$ cat config.mk
export PLATFORM = sky130hd
export DESIGN_NAME = mac_result_buf_flat
export DESIGN_NICKNAME = d
export VERILOG_FILES = /design/src/rtl/mac_result_buf_if.sv /design/src/rtl/mac_result_buf.sv /design/src/flat_wrapper.sv
export SDC_FILE = /design/constraint.sdc
export NUM_CORES = 1
export LEC_CHECK = 0
export ABC_AREA = 1
export BUFFER_PORTS_ARGS = -buffer_cell sky130_fd_sc_hd__buf_2
export CORE_ASPECT_RATIO = 1.4
export CORE_UTILIZATION = 53
export CTS_BUF_LIST = sky130_fd_sc_hd__clkbuf_8 sky130_fd_sc_hd__clkbuf_16
export CTS_CLUSTER_SIZE = 16
export DETAILED_ROUTE_END_ITERATION = 8
export PLACE_DENSITY = 0.85
export SLEW_MARGIN = 20
export SYNTH_ARGS = -nofsm -noshare
export SYNTH_HDL_FRONTEND = slang
export SYNTH_SLANG_ARGS = --single-unit
$ cat constraint.sdc
create_clock -name clk -period 2.1 [get_ports clk]
set_clock_uncertainty 0.1 [all_clocks]
set_input_delay 0.315 -clock clk [delete_from_list [all_inputs] [get_ports clk]]
set_output_delay 0.315 -clock clk [all_outputs]
set_load 0.02 [all_outputs]
$ cat src/rtl/mac_result_buf_if.sv
`default_nettype none
// ============================================================================
// Module  : mac_result_buf_if
// Brief   : Result-stream / drain handshake bundle for mac_result_buf.
// Rev     : 1.0  initial release
// ============================================================================
interface mac_result_buf_if #(
    parameter int W     = 8,
    parameter int DEPTH = 8
);
    localparam int LW = $clog2(DEPTH + 1);

    logic          ena;
    logic          clr_i;
    logic          result_v_i;
    logic [W-1:0]  result_i;
    logic          out_ready_i;
    logic          out_v_o;
    logic [W-1:0]  out_data_o;
    logic          out_last_o;
    logic [LW-1:0] level_o;
    logic          ovf_o;
    logic [7:0]    frame_cnt_o;

    modport master (
        output ena, clr_i, result_v_i, result_i, out_ready_i,
        input  out_v_o, out_data_o, out_last_o, level_o, ovf_o, frame_cnt_o
    );

    modport slave (
        input  ena, clr_i, result_v_i, result_i, out_ready_i,
        output out_v_o, out_data_o, out_last_o, level_o, ovf_o, frame_cnt_o
    );
endinterface
`default_nettype wire

$ cat src/rtl/mac_result_buf.sv
`default_nettype none
// ============================================================================
// Module  : mac_result_buf
// Brief   : FIFO buffer for the MAC result stream, tags matrix-last elements.
// Rev     : 1.0  initial release
// ============================================================================
module mac_result_buf #(
    parameter int W     = 8,
    parameter int N     = 2,
    parameter int DEPTH = 8
) (
    input  wire logic        clk,
    input  wire logic        rst_n,
    mac_result_buf_if.slave  bus
);
    localparam int LW = $clog2(DEPTH + 1);
    localparam int PW = $clog2(DEPTH);
    localparam int NN = N * N;
    localparam int IW = (NN > 1) ? $clog2(NN) : 1;

    logic [W:0]    mem [DEPTH];
    logic [PW-1:0] wr_ptr;
    logic [PW-1:0] rd_ptr;
    logic [LW-1:0] level;
    logic [IW-1:0] idx;
    logic          ovf;
    logic [7:0]    frame_cnt;

    logic          full;
    logic          empty;
    logic          out_v;
    logic          out_last;
    logic          pop;
    logic          push;
    logic          ovf_set;
    logic          last_bit;
    logic [W:0]    head;

    assign full     = (level == LW'(DEPTH));
    assign empty    = (level == '0);
    assign out_v    = bus.ena & ~empty;
    assign pop      = out_v & bus.out_ready_i & ~bus.clr_i;
    assign push     = bus.ena & bus.result_v_i & ~bus.clr_i & (~full | pop);
    assign ovf_set  = bus.ena & bus.result_v_i & full & ~pop & ~bus.clr_i;
    assign last_bit = (idx == IW'(NN - 1));
    assign head     = mem[rd_ptr];
    // RAM is not reset, so gate last with valid to keep it clean after reset
    assign out_last = out_v & head[W];

    assign bus.out_v_o     = out_v;
    assign bus.out_data_o  = head[W-1:0];
    assign bus.out_last_o  = out_last;
    assign bus.level_o     = level;
    assign bus.ovf_o       = ovf;
    assign bus.frame_cnt_o = frame_cnt;

    always_ff @(posedge clk) begin
        if (push) begin
            mem[wr_ptr] <= {last_bit, bus.result_i};
        end
    end

    always_ff @(posedge clk) begin
        if (!rst_n || bus.clr_i) begin
            wr_ptr    <= '0;
            rd_ptr    <= '0;
            level     <= '0;
            idx       <= '0;
            ovf       <= 1'b0;
            frame_cnt <= 8'd0;
        end else begin
            if (push) begin
                wr_ptr <= wr_ptr + 1'b1;
                idx    <= last_bit ? '0 : idx + 1'b1;
            end
            if (pop) begin
                rd_ptr <= rd_ptr + 1'b1;
                if (out_last) begin
                    frame_cnt <= frame_cnt + 8'd1;
                end
            end
            if (push && !pop) begin
                level <= level + 1'b1;
            end else if (pop && !push) begin
                level <= level - 1'b1;
            end
            if (ovf_set) begin
                ovf <= 1'b1;
            end
        end
    end
endmodule
`default_nettype wire

$ cat src/flat_wrapper.sv
// flat-port wrapper written by rule: the top's interface ports become plain ports
module mac_result_buf_flat 
#(
    parameter int W     = 8,
    parameter int N     = 2,
    parameter int DEPTH = 8
)
  (clk, rst_n, bus_ena, bus_clr_i, bus_result_v_i, bus_result_i, bus_out_ready_i, bus_out_v_o, bus_out_data_o, bus_out_last_o, bus_level_o, bus_ovf_o, bus_frame_cnt_o);
  mac_result_buf_if #(.W(W), .DEPTH(DEPTH)) bus_i ();
  input  wire logic clk;
  input  wire logic rst_n;
  input wire logic [$bits(bus_i.ena)-1:0] bus_ena;
  input wire logic [$bits(bus_i.clr_i)-1:0] bus_clr_i;
  input wire logic [$bits(bus_i.result_v_i)-1:0] bus_result_v_i;
  input wire logic [$bits(bus_i.result_i)-1:0] bus_result_i;
  input wire logic [$bits(bus_i.out_ready_i)-1:0] bus_out_ready_i;
  output wire logic [$bits(bus_i.out_v_o)-1:0] bus_out_v_o;
  output wire logic [$bits(bus_i.out_data_o)-1:0] bus_out_data_o;
  output wire logic [$bits(bus_i.out_last_o)-1:0] bus_out_last_o;
  output wire logic [$bits(bus_i.level_o)-1:0] bus_level_o;
  output wire logic [$bits(bus_i.ovf_o)-1:0] bus_ovf_o;
  output wire logic [$bits(bus_i.frame_cnt_o)-1:0] bus_frame_cnt_o;
  assign bus_i.ena = bus_ena;
  assign bus_i.clr_i = bus_clr_i;
  assign bus_i.result_v_i = bus_result_v_i;
  assign bus_i.result_i = bus_result_i;
  assign bus_i.out_ready_i = bus_out_ready_i;
  assign bus_out_v_o = bus_i.out_v_o;
  assign bus_out_data_o = bus_i.out_data_o;
  assign bus_out_last_o = bus_i.out_last_o;
  assign bus_level_o = bus_i.level_o;
  assign bus_ovf_o = bus_i.ovf_o;
  assign bus_frame_cnt_o = bus_i.frame_cnt_o;
  mac_result_buf #(.W(W), .N(N), .DEPTH(DEPTH)) u_core (.clk(clk), .rst_n(rst_n), .bus(bus_i));
endmodule
==> results by group <==
Clock tree
  – CTS root buffer: clkbuf_8
  – Hold_buf cts: 0
  – Clock buffer depth: 2
  – CTS buffer count: 9
  – TritonCTS clock tree: built
  – Num Clock Sinks: 96
  – H-tree levels: 3
  – Clock transition at path regs: 0.09 ns
  – Clock latency on the worst-skew pair: 0.35 ns

Worst setup path
  – Crit path capture: u_core.bus.level_o[3]
  – R2r endpoint: u_core.bus.level_o[3]
  – Crit Path Class: register to register
  – Worst Path Max Fanout: 3
  – Reg2Reg Setup Slack: a little over 0.04 ns
  – Family with the most delay on the worst path: simple AND/OR/NAND/NOR gates
  – Critical path capture point type: register
  – CP Launch Type: register
  – Reg-to-reg critical path startpoint: u_core.bus.level_o[1]
  – Critical path depth: 13
  – Crit-path cells: nor2_4 -> and3_4 -> nand2_4 -> nand2_4 -> inv_4 -> ha_4 -> inv_4 -> ha_4 -> a21oi_2 -> nand2_1 -> xor2_1 -> nand2_1 -> a21oi_2
  – Worst EP required: 2.28 ns
  – Worst Reg-to-Reg Cells: 13
  – CP max stage delay: 0.37 ns
  – Slowest CP cell: dfxtp_4
  – WP buf/inv: 2
  – Critical path data arrival time: 2.24 ns
  – Critical Path Start: u_core.bus.level_o[1]

Route
  – Drt drc: 0
  – DR vias/cell: approximately 5.5
  – DR WL/cell: around 15 um
  – DR pass1 iterations: 5
  – Total Wirelength: 7930 um
  – 1st-iter DRT viols: 258
  – Via Count: 2906
  – Post-route ant nets: 0

Placed design
  – Dpl ws: -0.0957 ns
  – HPWL after DPL: 4920 um
  – Dpl cell area: approximately 4500 um2
  – Routability congestion estimate: 0.764
  – PortBufs: 36

Die
  – # rows: 37
  – Initial Util: 0.552
  – Chip Width: 76.5 um
  – Top Ports: 37
  – Chip Height: 106 um
  – Die area: 8120 um2
  – Core area: 7450 um2

Global route
  – Vias in the first global route: 2724
  – First-pass GRT wire length: 12400 um
  – Largest net degree at the start of global routing: 37
  – Antenna violations before repair: 0
  – Aggregate global routing overflow: 0
  – Global Route Usage Sum: 0.202

Timing
  – RSZ-0062 raised after global routing: yes
  – Slew HR: 0.733
  – Period utilisation layout: 0.981
  – Period minus WS final: 2.06 ns
  – # setup viols final: 0
  – Highest Clock Rate: approximately 490 MHz
  – Final hold vios: 0
  – Fin. max-slew vios: 0
  – Worst-Margin Slew: 0.400 ns
  – PnR worst setup slack: just over 0.04 ns
  – Setup TNS: 0 ns

Synth
  – Yosys Warn Count: 0
  – Register area share after synthesis: 0.643
  – #FFs+latches synth: 96
  – EDFF count, synth: 72
  – Top_reg_cell synth: edfxtp_1
  – Post-synthesis async set-or-reset flop share: 0
  – Post-Synthesis Cells: 376
  – Post-Syn Area: 4110 um2
  – Post-synth top area cell: edfxtp_1
  – Yosys top cell area share: 0.526
  – Syn_area_per_cell: ~11 um2
  – Synth unique cells: 32
  – Largest cells by area after synthesis: edfxtp_1 53%, dfxtp_1 12%, nor2_1 5.5%
  – Net count after synthesis: roughly 400

Power and ir drop
  – Worst VDD drop: 0.000443 V
  – Leak: 1.85 nW
  – Pwr dens: 725 nW/um2

Finish
  – Area occupied by multi-input gates: 1350 um2
  – Fin nets: 453
  – Fillcell total: 523
  – Layout cells sized above 1: 0.266
  – Area growth from synthesis to layout: 16.9%
  – Fin util: 0.645
  – ANT cells: 0
  – Register area: 2660 um2
  – Fin area: 4810 um2

Run status
  – Status: finished clean

Run
  – Maxcap violations: 0

Min path
  – Worst min path class: primary input to register
-- per-layer routing --
metal	up-vias	wire (um)	track usage
met2	93	4180	0.359
li1	1402	-	-
met4	0	198	0.0907
met3	20	417	0.0524
met1	1391	3130	0.225
met5	-	0	0
-- timing repair --
action / in CTS / in global routing
buffers inserted: 0 / 5
gates resized for setup: 3 / 13
pin swaps: 0 / 9
setup endpoints to repair: 6 / 9
gates cloned: 0 / 0
-- final cells by class --
| class | count | share of cell area |
|---|---|---|
| tap | 97 | 0.0252 |
| multi-input combinational | 241 | 0.280 |
| sequential | 96 | 0.553 |
| timing repair buffer | 59 | 0.0749 |
| clock buffer | 9 | 0.0258 |
| clock inverter | 7 | 0.0198 |
| inverter | 24 | 0.0213 |
-- cells in the final DEF (no fill, tap or decap), types with 3 or more instances in the layout --
master	count
clkbuf_8	9
a21oi_1	7
nor2_1	60
dfxtp_4	4
edfxtp_1	72
dfxtp_1	19
o21ai_0	36
nand3_2	4
nand3_1	15
buf_4	21
inv_4	3
inv_1	18
nor3_1	5
a21oi_2	7
xor2_1	5
buf_2	36
o22ai_1	16
ha_1	5
nand2_2	5
nand2_1	57
-- cell families after synthesis --
kind of cell               synth area share
and+or+nand+nor                       0.178
DFF                                   0.643
buffers and inverters                0.0459
adders and majority gates            0.0262
AOI/OAI and AO/OA                    0.0925
xor gates and xnor gates             0.0149
-- worst min path at each step --
stage / start / end / slack [ns] / depth (start not counted)
2_1_floorplan: bus_result_i[0] / u_core.mem[0][0] / 0.31 / 0
3_3_place_gp: u_core.bus.ovf_o / u_core.bus.ovf_o / 0.34 / 2
3_5_place_dp: u_core.bus.ovf_o / u_core.bus.ovf_o / 0.35 / 2
4_1_cts: bus_result_i[0] / u_core.mem[7][0] / 0.10 / 1
5_1_grt: bus_result_i[5] / u_core.mem[1][5] / 0.11 / 1
6_report: bus_result_i[4] / u_core.mem[3][4] / 0.12 / 1
-- synthesized netlist by cell type, types with 4 or more instances --
library cell  instances
nand3_2               4
nand3_1              15
a21oi_1               9
dfxtp_1              24
clkbuf_1              9
nand2_1              59
inv_2                 4
o22ai_1              16
xor2_1                5
nand2_2               4
ha_1                  7
a21oi_2               5
nor2_2                4
o21ai_0              36
inv_1                19
edfxtp_1             72
nor2_1               60
nor3_1                5
-- worst register-to-register path, stage by stage, from the launching register on --
cell,delay [ns]
dfxtp_4,0.37
nor2_4,0.14
and3_4,0.22
nand2_4,0.05
nand2_4,0.06
inv_4,0.04
ha_4,0.16
inv_4,0.07
ha_4,0.21
a21oi_2,0.13
nand2_1,0.07
xor2_1,0.16
nand2_1,0.09
a21oi_2,0.13
-- report_power, final --
group,internal (mW),leakage [nW],total (mW),switching [mW]
logic,0.0635,0.888,0.168,0.105
registers,2.04,0.857,2.05,0.00769
clock network,0.672,0.110,1.27,0.602
total,2.77,1.85,3.49,0.715
-- registers in the layout, indices dropped and copies added (netlist names), named ones only --
| register | cells |
|---|---|
| u_core.rd_ptr | 3 |
| u_core.bus.level_o | 4 |
| u_core.wr_ptr | 3 |
| u_core.bus.frame_cnt_o | 8 |
| u_core.bus.ovf_o | 1 |
| u_core.mem | 72 |
| u_core.idx | 2 |
-- per-stage QoR --
step / instances / hold slack (ns) / power (mW)
final: 533 / 0.117 / 3.49
after global routing: 533 / 0.105 / 3.59
after CTS: 528 / 0.104 / 3.49
after detailed placement: 512 / 0.346 / 2.24
after global placement: 512 / 0.339 / 2.23
after floorplan: 376 / 0.314 / 2.18
Power figures use the tool's default switching activity.
